--- src/rtl/pipe_pkg.sv ---
`default_nettype none
// ============================================================================
// Module      : pipe_pkg
// Description : Shared control bundle, ALU opcodes, bubble word and FSM states
//               for the decode-to-execute stage register.
// Revision    : 1.0 - initial release
// ============================================================================
package pipe_pkg;

    typedef struct packed {
        logic [3:0] alu_op;
        logic       reg_write;
        logic       read_en;
        logic [1:0] wb_sel;
        logic       write_en;
        logic [1:0] br_type;
        logic       sel_A;
        logic       sel_B;
    } ctrl_t;

    localparam logic [3:0] c_alu_add   = 4'b0000;
    localparam logic [3:0] c_alu_sub   = 4'b0001;
    localparam logic [3:0] c_alu_and   = 4'b0010;
    localparam logic [3:0] c_alu_or    = 4'b0011;
    localparam logic [3:0] c_alu_xor   = 4'b0100;
    localparam logic [3:0] c_alu_sll   = 4'b0101;
    localparam logic [3:0] c_alu_srl   = 4'b0110;
    localparam logic [3:0] c_alu_sra   = 4'b0111;
    localparam logic [3:0] c_alu_slt   = 4'b1000;
    localparam logic [3:0] c_alu_sltu  = 4'b1001;
    localparam logic [3:0] c_alu_lui   = 4'b1010;
    localparam logic [3:0] c_alu_undef = 4'b1111;

    // A bubble must be side-effect free: no writes, no branch, undefined ALU op.
    localparam ctrl_t c_bubble = '{alu_op: c_alu_undef, default: '0};

    typedef enum logic [1:0] {
        S_RUN     = 2'b00,
        S_LDSTALL = 2'b01,
        S_FLUSH   = 2'b10
    } state_e;

endpackage : pipe_pkg
`default_nettype wire

--- src/rtl/hazard_detect.sv ---
`default_nettype none
// ============================================================================
// Module      : hazard_detect
// Description : Combinational load-use and taken-redirect detection.
// Revision    : 1.0 - initial release
// ============================================================================
module hazard_detect (
    input  logic       i_ex_valid,
    input  logic       i_ex_read_en,
    input  logic [4:0] i_ex_rd,
    input  logic       i_id_valid,
    input  logic [4:0] i_id_rs1,
    input  logic [4:0] i_id_rs2,
    input  logic       i_br_taken,
    output logic       o_load_use,
    output logic       o_redirect
);

    logic w_src_match;

    assign w_src_match = (i_ex_rd == i_id_rs1) | (i_ex_rd == i_id_rs2);

    // x0 is hard-wired zero, so a load targeting it never forwards data.
    assign o_load_use = i_ex_valid & i_ex_read_en & (i_ex_rd != 5'd0)
                      & i_id_valid & w_src_match;

    assign o_redirect = i_ex_valid & i_br_taken;

endmodule : hazard_detect
`default_nettype wire

--- src/rtl/pipe_ctrl_reg.sv ---
`default_nettype none
// ============================================================================
// Module      : pipe_ctrl_reg
// Description : Decode-to-execute control register with load-use stall and
//               taken-branch flush sequencing. Optional event counters are
//               built when PIPE_PERF_EN is defined.
// Revision    : 1.0 - initial release
// ============================================================================
module pipe_ctrl_reg
    import pipe_pkg::*;
#(
    parameter int PERF_W = 32
) (
    input  logic              clk,
    input  logic              rst,
    input  logic              id_valid,
    input  ctrl_t             id_ctrl,
    input  logic [4:0]        id_rd,
    input  logic [4:0]        id_rs1,
    input  logic [4:0]        id_rs2,
    input  logic              br_taken,
    output ctrl_t             ex_ctrl,
    output logic [4:0]        ex_rd,
    output logic              ex_valid,
    output logic              pc_hold,
    output logic              if_flush
`ifdef PIPE_PERF_EN
   ,output logic [PERF_W-1:0] perf_retired,
    output logic [PERF_W-1:0] perf_bubbles
`endif
);

    state_e     r_state;
    state_e     w_next_state;
    ctrl_t      r_ex_ctrl;
    logic [4:0] r_ex_rd;
    logic       r_ex_valid;
    logic       w_load_use;
    logic       w_redirect;
    logic       w_bubble;
    logic       w_pc_hold;
    logic       w_if_flush;

    hazard_detect u_hazard_detect (
        .i_ex_valid   (r_ex_valid),
        .i_ex_read_en (r_ex_ctrl.read_en),
        .i_ex_rd      (r_ex_rd),
        .i_id_valid   (id_valid),
        .i_id_rs1     (id_rs1),
        .i_id_rs2     (id_rs2),
        .i_br_taken   (br_taken),
        .o_load_use   (w_load_use),
        .o_redirect   (w_redirect)
    );

    always_comb begin
        w_next_state = S_RUN;
        w_bubble     = ~id_valid;
        w_pc_hold    = 1'b0;
        w_if_flush   = 1'b0;
        case (r_state)
            S_RUN, S_FLUSH: begin
                // Redirect outranks the stall: the held instruction is squashed anyway.
                if (w_redirect) begin
                    w_if_flush   = 1'b1;
                    w_bubble     = 1'b1;
                    w_next_state = S_FLUSH;
                end else if (w_load_use) begin
                    w_pc_hold    = 1'b1;
                    w_bubble     = 1'b1;
                    w_next_state = S_LDSTALL;
                end
            end
            S_LDSTALL: begin
                w_next_state = S_RUN;
            end
            default: begin
                w_next_state = S_RUN;
            end
        endcase
    end

    assign pc_hold  = w_pc_hold  & ~rst;
    assign if_flush = w_if_flush & ~rst;

    always_ff @(posedge clk) begin
        if (rst) begin
            r_state    <= S_RUN;
            r_ex_ctrl  <= c_bubble;
            r_ex_rd    <= 5'd0;
            r_ex_valid <= 1'b0;
        end else begin
            r_state <= w_next_state;
            if (w_bubble) begin
                r_ex_ctrl  <= c_bubble;
                r_ex_rd    <= 5'd0;
                r_ex_valid <= 1'b0;
            end else begin
                r_ex_ctrl  <= id_ctrl;
                r_ex_rd    <= id_rd;
                r_ex_valid <= 1'b1;
            end
        end
    end

    assign ex_ctrl  = r_ex_ctrl;
    assign ex_rd    = r_ex_rd;
    assign ex_valid = r_ex_valid;

`ifdef PIPE_PERF_EN
    logic [PERF_W-1:0] r_perf_retired;
    logic [PERF_W-1:0] r_perf_bubbles;

    always_ff @(posedge clk) begin
        if (rst) begin
            r_perf_retired <= '0;
            r_perf_bubbles <= '0;
        end else begin
            if (r_ex_valid) begin
                r_perf_retired <= r_perf_retired + PERF_W'(1);
            end
            if (w_bubble) begin
                r_perf_bubbles <= r_perf_bubbles + PERF_W'(1);
            end
        end
    end

    assign perf_retired = r_perf_retired;
    assign perf_bubbles = r_perf_bubbles;
`else
    // Counters are absent; the width parameter is kept for a uniform interface.
    if (PERF_W < 1) begin : g_perf_w_unused
    end
`endif

endmodule : pipe_ctrl_reg
`default_nettype wire
--- config.mk ---
export PLATFORM = sky130hd
export DESIGN_NAME = pipe_ctrl_reg
export DESIGN_NICKNAME = d
export VERILOG_FILES = /design/src/rtl/pipe_pkg.sv /design/src/rtl/hazard_detect.sv /design/src/rtl/pipe_ctrl_reg.sv
export SDC_FILE = /design/constraint.sdc
export NUM_CORES = 1
export LEC_CHECK = 0
export ABC_AREA = 1
export ABC_CLOCK_PERIOD_IN_PS = 1400
export BUFFER_PORTS_ARGS = -buffer_cell sky130_fd_sc_hd__buf_2
export CORE_MARGIN = 2
export CORE_UTILIZATION = 30
export CTS_CLUSTER_SIZE = 20
export DETAILED_ROUTE_END_ITERATION = 16
export PLACE_DENSITY = 0.68
export SETUP_SLACK_MARGIN = 0.05
export SLEW_MARGIN = 25
export SYNTH_ARGS = -nofsm -noshare
export SYNTH_HDL_FRONTEND = slang
export SYNTH_HIERARCHICAL = 1
export SYNTH_SLANG_ARGS = --single-unit
export TNS_END_PERCENT = 10
--- constraint.sdc ---
create_clock -name clk -period 1.4 [get_ports clk]
set_input_delay 0.28 -clock clk [delete_from_list [all_inputs] [get_ports clk]]
set_output_delay 0.28 -clock clk [all_outputs]
set_load 0.05 [all_outputs]
Yosys cells after proc, flatten, opt, wreduce, memory -nomap -nowiden. Index checks and enable logic that the tools add are counted.

Add/subtract/negate cells: 0. $mul: 0. Div/mod/pow operators: 0. $lt $le $gt $ge: 0. Eq/ne operators: 3. Shift-type cells: 0. Muxes and demuxes: 11. Bitwise logic cells: 11. Reduce and logical (&&, ||, !) cells: 6.

Operators by type and width (number): equality test 5 bit (2); 2-to-1 mux 1 bit (10); AND 1 bit (7); OR reduction 2 bit (3); nonzero test 5 bit (1); inverter 1 bit (3); OR reduction 3 bit (1); equality test 2 bit (second input constant) (1); logical NOT 2 bit (1); 2-to-1 mux 2 bit (1); bitwise OR 1 bit (1).

Register bits: 21. Bits in latches: 0. RAM bits: 0. Bits in read-only memories: 0. Input port bits: 32. Memories: 0.

Logic depth before layout (Yosys ltp). Gate-level depths: netlist of run 1.

Depth after elaboration: 8. Depth in mapped cells: 10. Gate-level depth less buffers: 9.

Hierarchy. Netlist of run 1, hierarchy kept.

By module, submodules not included: pipe_ctrl_reg (instances 1, cells an instance 65, area each 641.9 um^2); hazard_detect (instances 1, cells an instance 48, area each 210.2 um^2).

Least setup slack after synthesis of run 1. Ideal clock, no wire load.

Path kind: flip-flop to output port. From: reg r_ex_rd[0], in the netlist ex_rd[0]. To: out pc_hold. Arrival time: 1.975 ns. Data required time: 1.120 ns. Setup slack: -0.855 ns. Cell stages (with the launch flop): 9. Path buffers: 0. Path through: dfxtp_1 inv_1 nand2_1 nand2_1 nor2_1 nand3_1 a21oi_2 nand2_1 nor2_1.

Cells in the longest elaborated chain, start to end: 8.

Ends and longest elaborated chain: start: declaration (line pipe_ctrl_reg.sv:36) `logic [4:0] r_ex_rd;`; start signal: assignment (line pipe_ctrl_reg.sv:100) `r_ex_rd <= id_rd;`; nonzero test 5 bit (line hazard_detect.sv:24) `assign o_load_use = i_ex_valid & i_ex_read_en & (i_ex_rd != 5'd0)`; AND 1 bit (line hazard_detect.sv:24); AND 1 bit (line hazard_detect.sv:25) `& i_id_valid & w_src_match;`; AND 1 bit (*) (line hazard_detect.sv:25); named net w_load_use (line pipe_ctrl_reg.sv:38) `logic w_load_use;`; 2-to-1 mux 1 bit (*) (line pipe_ctrl_reg.sv:68) `end else if (w_load_use) begin`; 2-to-1 mux 1 bit (*) (line pipe_ctrl_reg.sv:64) `if (w_redirect) begin`; 2-to-1 mux 1 bit (*) (line pipe_ctrl_reg.sv:61) `case (r_state)`; AND 1 bit (*) (line pipe_ctrl_reg.sv:83) `assign pc_hold = w_pc_hold & ~rst;`; end: declaration (line pipe_ctrl_reg.sv:25) `output logic pc_hold,`.

The timed path passes the listed nets; every way through them passes the cells marked *.

Worst setup path in the final report of run 1.
From: reg r_ex_rd[1], in the netlist ex_rd[1]. To: out pc_hold.

Same word-level chain as after synthesis.

==> summary.md, run 1 <==
| Metric | Value |
|---|---|
| Overall routing resource usage | `0.127` |
| Clk slew on worst S/H paths | `between 0.1 and 0.15 ns` |
| Post-Syn Instances | `113` |
| Seq/Total Area, Yosys | `0.470` |
| R2R setup slack | `-0.16 ns` |
| Setup crit start kind | `register` |
| Worst IR Drop VDD | `~750 uV` |
| Vias in the first global route | `865` |
| WHS Path Cells | `2` |
| Final WS setup | `-0.449 ns` |
| Finished Layout Cells | `206` |
| Ys Warns | `6` |
| Pre-Repair DR Iteration Count | `4` |
| Switching Share | `0.295` |
| WL final | `2040 um` |
| Slew Limit Fails | `0` |
| Sequential power share | `0.505` |
| HP Class | `input pin to register` |
| Leak | `0.729 nW` |
| Die height | `57.3 um` |
| Total die area | `3280 um^2` |
| Layout cells sized above 1 | `0.583` |
| Synth top area cells | `dfxtp_1, inv_1, nand2_1, nor2_1, nor2_2` |
| CTS tree | `yes` |
| Rows | `19` |
| Critical Path RT | `about 1.1 ns` |
| Setup crit end kind | `primary output` |
| P per Cell Area | `888 nW/um^2` |
| Sw Pwr | `around 0.35 mW` |
| DRC errors left | `0` |
| Dpl hpwl | `1530 um` |
| Clock power share | `0.272` |
| # Max-Cap Violations | `0` |
| F_max | `541 MHz` |
| Post-synthesis register bit count | `20` |
| RSZ-0062 raised after global routing | `yes` |
| Average vias per placed instance | `4.19` |
| Initial antenna violation count | `0` |
| Total core area | `2730 um^2` |
| Tightest hold margin | `0.161 ns` |
| Area fraction of the dominant cell type after synthesis | `0.470` |
| Post-synth net total | `145` |
| Final Skew | `just over 0.007 ns` |
| IO buf count | `52` |
| FILL cells | `285` |
| Hold path startpoint | `id_ctrl[10]` |
| Pre-CTS setup slack | `-0.256 ns` |
| RR Startpoint | `ex_rd[1]` |
| Worst Max-Slew Pin Slew | `0.478 ns` |
| R2r endpoint | `ex_ctrl[12]` |
| Placed instance count | `between 150 and 200` |
| Internal power | `0.837 mW` |
| Antenna Cells | `0` |
| Wire per inst | `about 9.9 um` |
| Final ANT Viol Nets | `0` |
| Crit-path max FO | `4` |
| Io pins | `53` |
| TritonCTS Buffers | `3` |
| # clock sinks | `20` |
| Slew margin rel. | `0.681` |
| Synth unique cells | `17` |
| Register Area | `~420 um^2` |
| Area occupied by multi-input gates | `395 um^2` |
| Mapped Area | `852 um^2` |
| Chip width | `57.3 um` |
| Status | `finished with violations` |
| Worst-case reg-to-reg path depth | `8` |
| Area growth syn-to-layout | `57.0%` |
| Critical path class | `register to primary output` |
| Final Hold Viols | `0` |
| Largest net degree at the start of global routing | `16` |
| Final min period | `between 1.5 and 2 ns` |
| Syn Area/Cell | `7.54 um^2` |
| GP Congestion | `0.829` |
| Total Power | `1.19 mW` |
| Clock latency on the worst-skew pair | `0.29 ns` |
| Comb power frac | `0.223` |
| Hold_buf cts | `0` |
| Grt ovf | `0` |
| Max clock buf depth | `2` |
| CTS H-Tree Depth | `1` |
| Hold Path End | `ex_ctrl[10]` |
| DR vias | `~860` |
| Synth area leader | `dfxtp_1` |
| Final setup viols | `21` |
| Nets | `around 210` |
| Initial core utilization | `0.312` |
| Final critical-path share of the clock period | `1.32` |
| DRT iter0 DRCs | `20` |
| Failing checks | `negative setup slack` |
| Root buffer cell | `clkbuf_4` |
| First-pass GRT wire length | `3300 um` |
| Crit path DAT | `1.57 ns` |
## cell families after synthesis
logic type      after synthesis  share of synthesized area
compound gates                2                     0.0294
xor+xnor                      3                     0.0308
buf+inv                      31                      0.145
flops                        20                      0.470
simple gates                 57                      0.325
## per-stage QoR
stage                     instance area [um^2]  utilization  setup TNS [ns]
after floorplan                            893            -          -0.519
after global placement                    1200        0.438           -1.62
after detailed placement                  1200        0.438           -1.84
after CTS                                 1300        0.476          -0.948
after global routing                      1340        0.489           -4.27
final                                     1340        0.489           -2.21
## how the worst max path moves through the flow
stage	startpoint	to	slack [ns]	cells after the start
CTS	ex_rd[0]	pc_hold	-0.44	8
global placement	id_rs1[1]	pc_hold	-0.25	8
finish	ex_rd[1]	pc_hold	-0.45	9
global route	ex_rd[4]	pc_hold	-0.53	9
detailed placement	id_rs1[1]	pc_hold	-0.26	8
floorplan	ex_rd[4]	pc_hold	-0.22	8
## cell usage in the layout (no fill, tap or decap), drive strengths merged
| cell | n |
|---|---|
| nand3 | 2 |
| o21ai | 1 |
| nand3b | 4 |
| buf | 58 |
| nand4 | 2 |
| inv | 30 |
| clkbuf | 4 |
| a21oi | 1 |
| xnor2 | 2 |
| nand2 | 24 |
| nor2 | 26 |
| dfxtp | 20 |
| xor2 | 1 |
## per-layer routing
metal  vias to the layer above  track usage  part of all wire
met5                         -            0                 0
met4                         0       0.0598             0.028
met3                         6       0.0159             0.074
met2                        34        0.232              0.53
met1                       372        0.145              0.37
li1                        451            -                 -
## critical path, cell delays in order (launching register included)
cell,delay (ns)
dfxtp_4,0.38
inv_2,0.04
nand2_1,0.05
nand2_1,0.05
nor2_1,0.14
nand3_1,0.10
a21oi_2,0.17
nand2_2,0.09
nor2_4,0.09
buf_6,0.16
## registers in the layout, indices dropped and copies added, names as in the netlist
name	flops
ex_rd	5
ex_valid	1
r_state	1
ex_ctrl	13
## what timing repair did
item	in CTS	in global routing
buffers inserted	4	1
gates cloned	0	1
resized for setup	7	9
pin swaps	9	9
endpoints found under the setup margin	21	22
## power by group through the flow
stage	Sequential, mW	Combinational, mW	Clock (mW)
6_report	0.600	0.264	0.323
5_1_grt	0.603	0.287	0.355
4_1_cts	0.600	0.256	0.340
3_5_place_dp	0.613	0.243	0
3_3_place_gp	0.611	0.239	0
2_1_floorplan	0.692	0.0834	0
## area by class of cell
type / instances / share of cell area
tap: 31 / 0.0290
inverter: 30 / 0.0842
clock buffer: 4 / 0.0271
sequential: 20 / 0.317
timing repair buffer: 58 / 0.247
multi-input combinational: 63 / 0.296
## cells in the mapped netlist
| cell type | instances |
|---|---|
| nand2_4 | 1 |
| nor2_4 | 1 |
| nand3b_1 | 4 |
| nand2_2 | 1 |
| a21oi_2 | 1 |
| xor2_1 | 1 |
| nand2_1 | 21 |
| inv_1 | 26 |
| dfxtp_1 | 20 |
| o21ai_4 | 1 |
| nand4_1 | 2 |
| nor2_1 | 16 |
| nor2_2 | 9 |
| inv_2 | 4 |
| nand3_1 | 2 |
| buf_6 | 1 |
| xnor2_1 | 2 |
(Power assumes the default switching activity.)
==> run 2: changes to the inputs <==
- CTS_BUF_LIST: unset -> sky130_fd_sc_hd__clkbuf_16
==> summary.md, run 2 (synthesis gave the netlist of run 1 again) <==
| Metric | Value |
|---|---|
| Status | `finished with violations` |
| Failing checks | `negative setup slack` |
| Slew margin rel. | `0.632 (-0.0493)` |
| Average vias per placed instance | `4.17 (-0.37%)` |
| Worst IR Drop VDD | `911 uV (+21%)` |
| Rows | `19 (unchanged)` |
| Wire per inst | `9.86 um (-0.48%)` |
| Total core area | `2730 um^2 (unchanged)` |
| Dpl hpwl | `1530 um (unchanged)` |
| Chip width | `57.3 um (unchanged)` |
| Worst-case reg-to-reg path depth | `11 (+3)` |
| IO buf count | `52 (unchanged)` |
| Largest register FFs | `13 (unchanged)` |
| WL final | `2040 um (unchanged)` |
| Antenna Cells | `0 (unchanged)` |
| R2r endpoint | `ex_ctrl[7]` |
| CTS H-Tree Depth | `1 (unchanged)` |
| Commonest non-fill, non-tap cell in the layout | `buf_2` |
| Crit path DAT | `1.51 ns (-0.06 ns)` |
| Final Skew | `0.00343 ns (-0.00362 ns)` |
| Max clock buf depth | `2 (unchanged)` |
| Worst Max-Slew Pin Slew | `0.552 ns (+0.0739 ns)` |
| RR Startpoint | `ex_rd[1]` |
| Vias in the first global route | `872 (+0.81%)` |
| Critical path class | `register to primary output` |
| Register Area | `424 um^2 (unchanged)` |
| Final min period | `1.79 ns (-0.0606 ns)` |
| Layout cells sized above 1 | `0.574 (-0.00899)` |
| # clock sinks | `20 (unchanged)` |
| Area occupied by multi-input gates | `402 um^2 (+1.6%)` |
| Io pins | `53 (unchanged)` |
| FILL cells | `278 (-2.5%)` |
| DRT iter0 DRCs | `24 (+20%)` |
| # Max-Cap Violations | `0 (unchanged)` |
| Pre-Repair DR Iteration Count | `4 (unchanged)` |
| R2R setup slack | `-0.12 ns (+0.04 ns)` |
| Final ANT Viol Nets | `0 (unchanged)` |
| Final WS setup | `-0.388 ns (+0.0606 ns)` |
| TNS Setup | `-1.96 ns (+0.254 ns)` |
| HP Class | `input pin to register` |
| P per Cell Area | `1020 nW/um^2 (+15%)` |
| CP endpoint | `pc_hold` |
| Clk slew on worst S/H paths | `0.05 ns (-0.06 ns)` |
| RSZ-0062 raised after global routing | `yes` |
| Final setup viols | `21 (unchanged)` |
| First-pass GRT wire length | `3360 um (+1.9%)` |
| Area growth syn-to-layout | `65.5%` |
| Nets | `209 (+0.48%)` |
| Crit-path max FO | `4 (unchanged)` |
| Grt ovf | `0 (unchanged)` |
| Root buffer cell | `clkbuf_16` |
| Crit path from | `ex_rd[1]` |
| F_max | `559 MHz (+3.4%)` |
| Final critical-path share of the clock period | `1.28 (-0.0433)` |
| Total die area | `3280 um^2 (unchanged)` |
| GP Congestion | `0.829 (unchanged)` |
| Slew Limit Fails | `0 (unchanged)` |
| CTS tree | `yes` |
| Leak | `0.757 nW (+3.9%)` |
| Die height | `57.3 um (unchanged)` |
| DRC errors left | `0 (unchanged)` |
| Pre-CTS setup slack | `-0.256 ns (unchanged)` |
| Most frequent cells in the layout | `buf_2, inv_1, nand2_1` |
| Setup crit end kind | `primary output` |
| Initial core utilization | `0.312 (unchanged)` |
| Setup crit start kind | `register` |
| Largest net degree at the start of global routing | `16 (unchanged)` |
| DR vias | `864 (+0.12%)` |
| Clock latency on the worst-skew pair | `0.25 ns (-0.04 ns)` |
| TritonCTS Buffers | `3 (unchanged)` |
| Initial antenna violation count | `0 (unchanged)` |
| Critical Path RT | `1.12 ns (about the same)` |
| Tightest hold margin | `0.215 ns (+0.0536 ns)` |
| Final Hold Viols | `0 (unchanged)` |
| Overall routing resource usage | `0.132 (+0.00518)` |
-- run 2: final cells by class --
class / instances / share of cell area
timing repair buffer: 59 / 0.251
sequential: 20 / 0.301
clock inverter: 1 / 0.00266
inverter: 30 / 0.0799
tap: 31 / 0.0275
clock buffer: 3 / 0.0532
multi-input combinational: 63 / 0.285
-- run 2: worst max-delay path, cell delays in order (launching register included) --
cell,delay [ns]
dfxtp_4,0.36
inv_2,0.04
nand2_1,0.05
nand2_1,0.05
nor2_1,0.13
nand3_1,0.10
a21oi_2,0.17
nand2_2,0.09
nor2_4,0.10
buf_6,0.16
-- run 2: report_power, final --
group | internal [mW] | switching (mW) | total, mW
clock | 0.379 | 0.188 | 0.567
combinational | 0.0989 | 0.173 | 0.272
sequential | 0.587 | 0.0135 | 0.601
total | 1.07 | 0.374 | 1.44
-- run 2: routing by layer --
metal | global-route usage | share of wire | up-vias
li1 | - | - | 454
met1 | 0.142 | 0.37 | 371
met2 | 0.238 | 0.53 | 35
met3 | 0.0227 | 0.078 | 4
met4 | 0.0797 | 0.022 | 0
met5 | 0 | 0 | -
-- run 2: what timing repair did --
item / CTS / global route
pin swaps: 9 / 9
resized for setup: 6 / 11
setup buffers: 4 / 2
gates cloned: 0 / 1
hold buffers: 0 / 0
setup endpoints to repair: 21 / 22
hold endpoints to repair: 0 / 0
-- run 2: stage by stage --
| stage | cells | util | area [um^2] | total power, mW |
|---|---|---|---|---|
| 6_report | 207 | 0.516 | 1410 | 1.44 |
| 5_1_grt | 207 | 0.516 | 1410 | 1.51 |
| 4_1_cts | 205 | 0.491 | 1340 | 1.44 |
| 3_5_place_dp | 197 | 0.438 | 1200 | 0.856 |
| 3_3_place_gp | 197 | 0.438 | 1200 | 0.850 |
| 2_1_floorplan | 113 | - | 893 | 0.775 |
-- run 2: worst min path at each step --
stage | startpoint | to | slack [ns] | cells after the start
detailed placement | id_ctrl[11] | ex_ctrl[11] | 0.47 | 2
global route | id_ctrl[11] | ex_ctrl[11] | 0.21 | 2
CTS | id_ctrl[10] | ex_ctrl[10] | 0.21 | 2
global placement | id_ctrl[10] | ex_ctrl[10] | 0.47 | 2
finish | id_ctrl[10] | ex_ctrl[10] | 0.21 | 2
floorplan | id_ctrl[7] | ex_ctrl[7] | 0.38 | 2
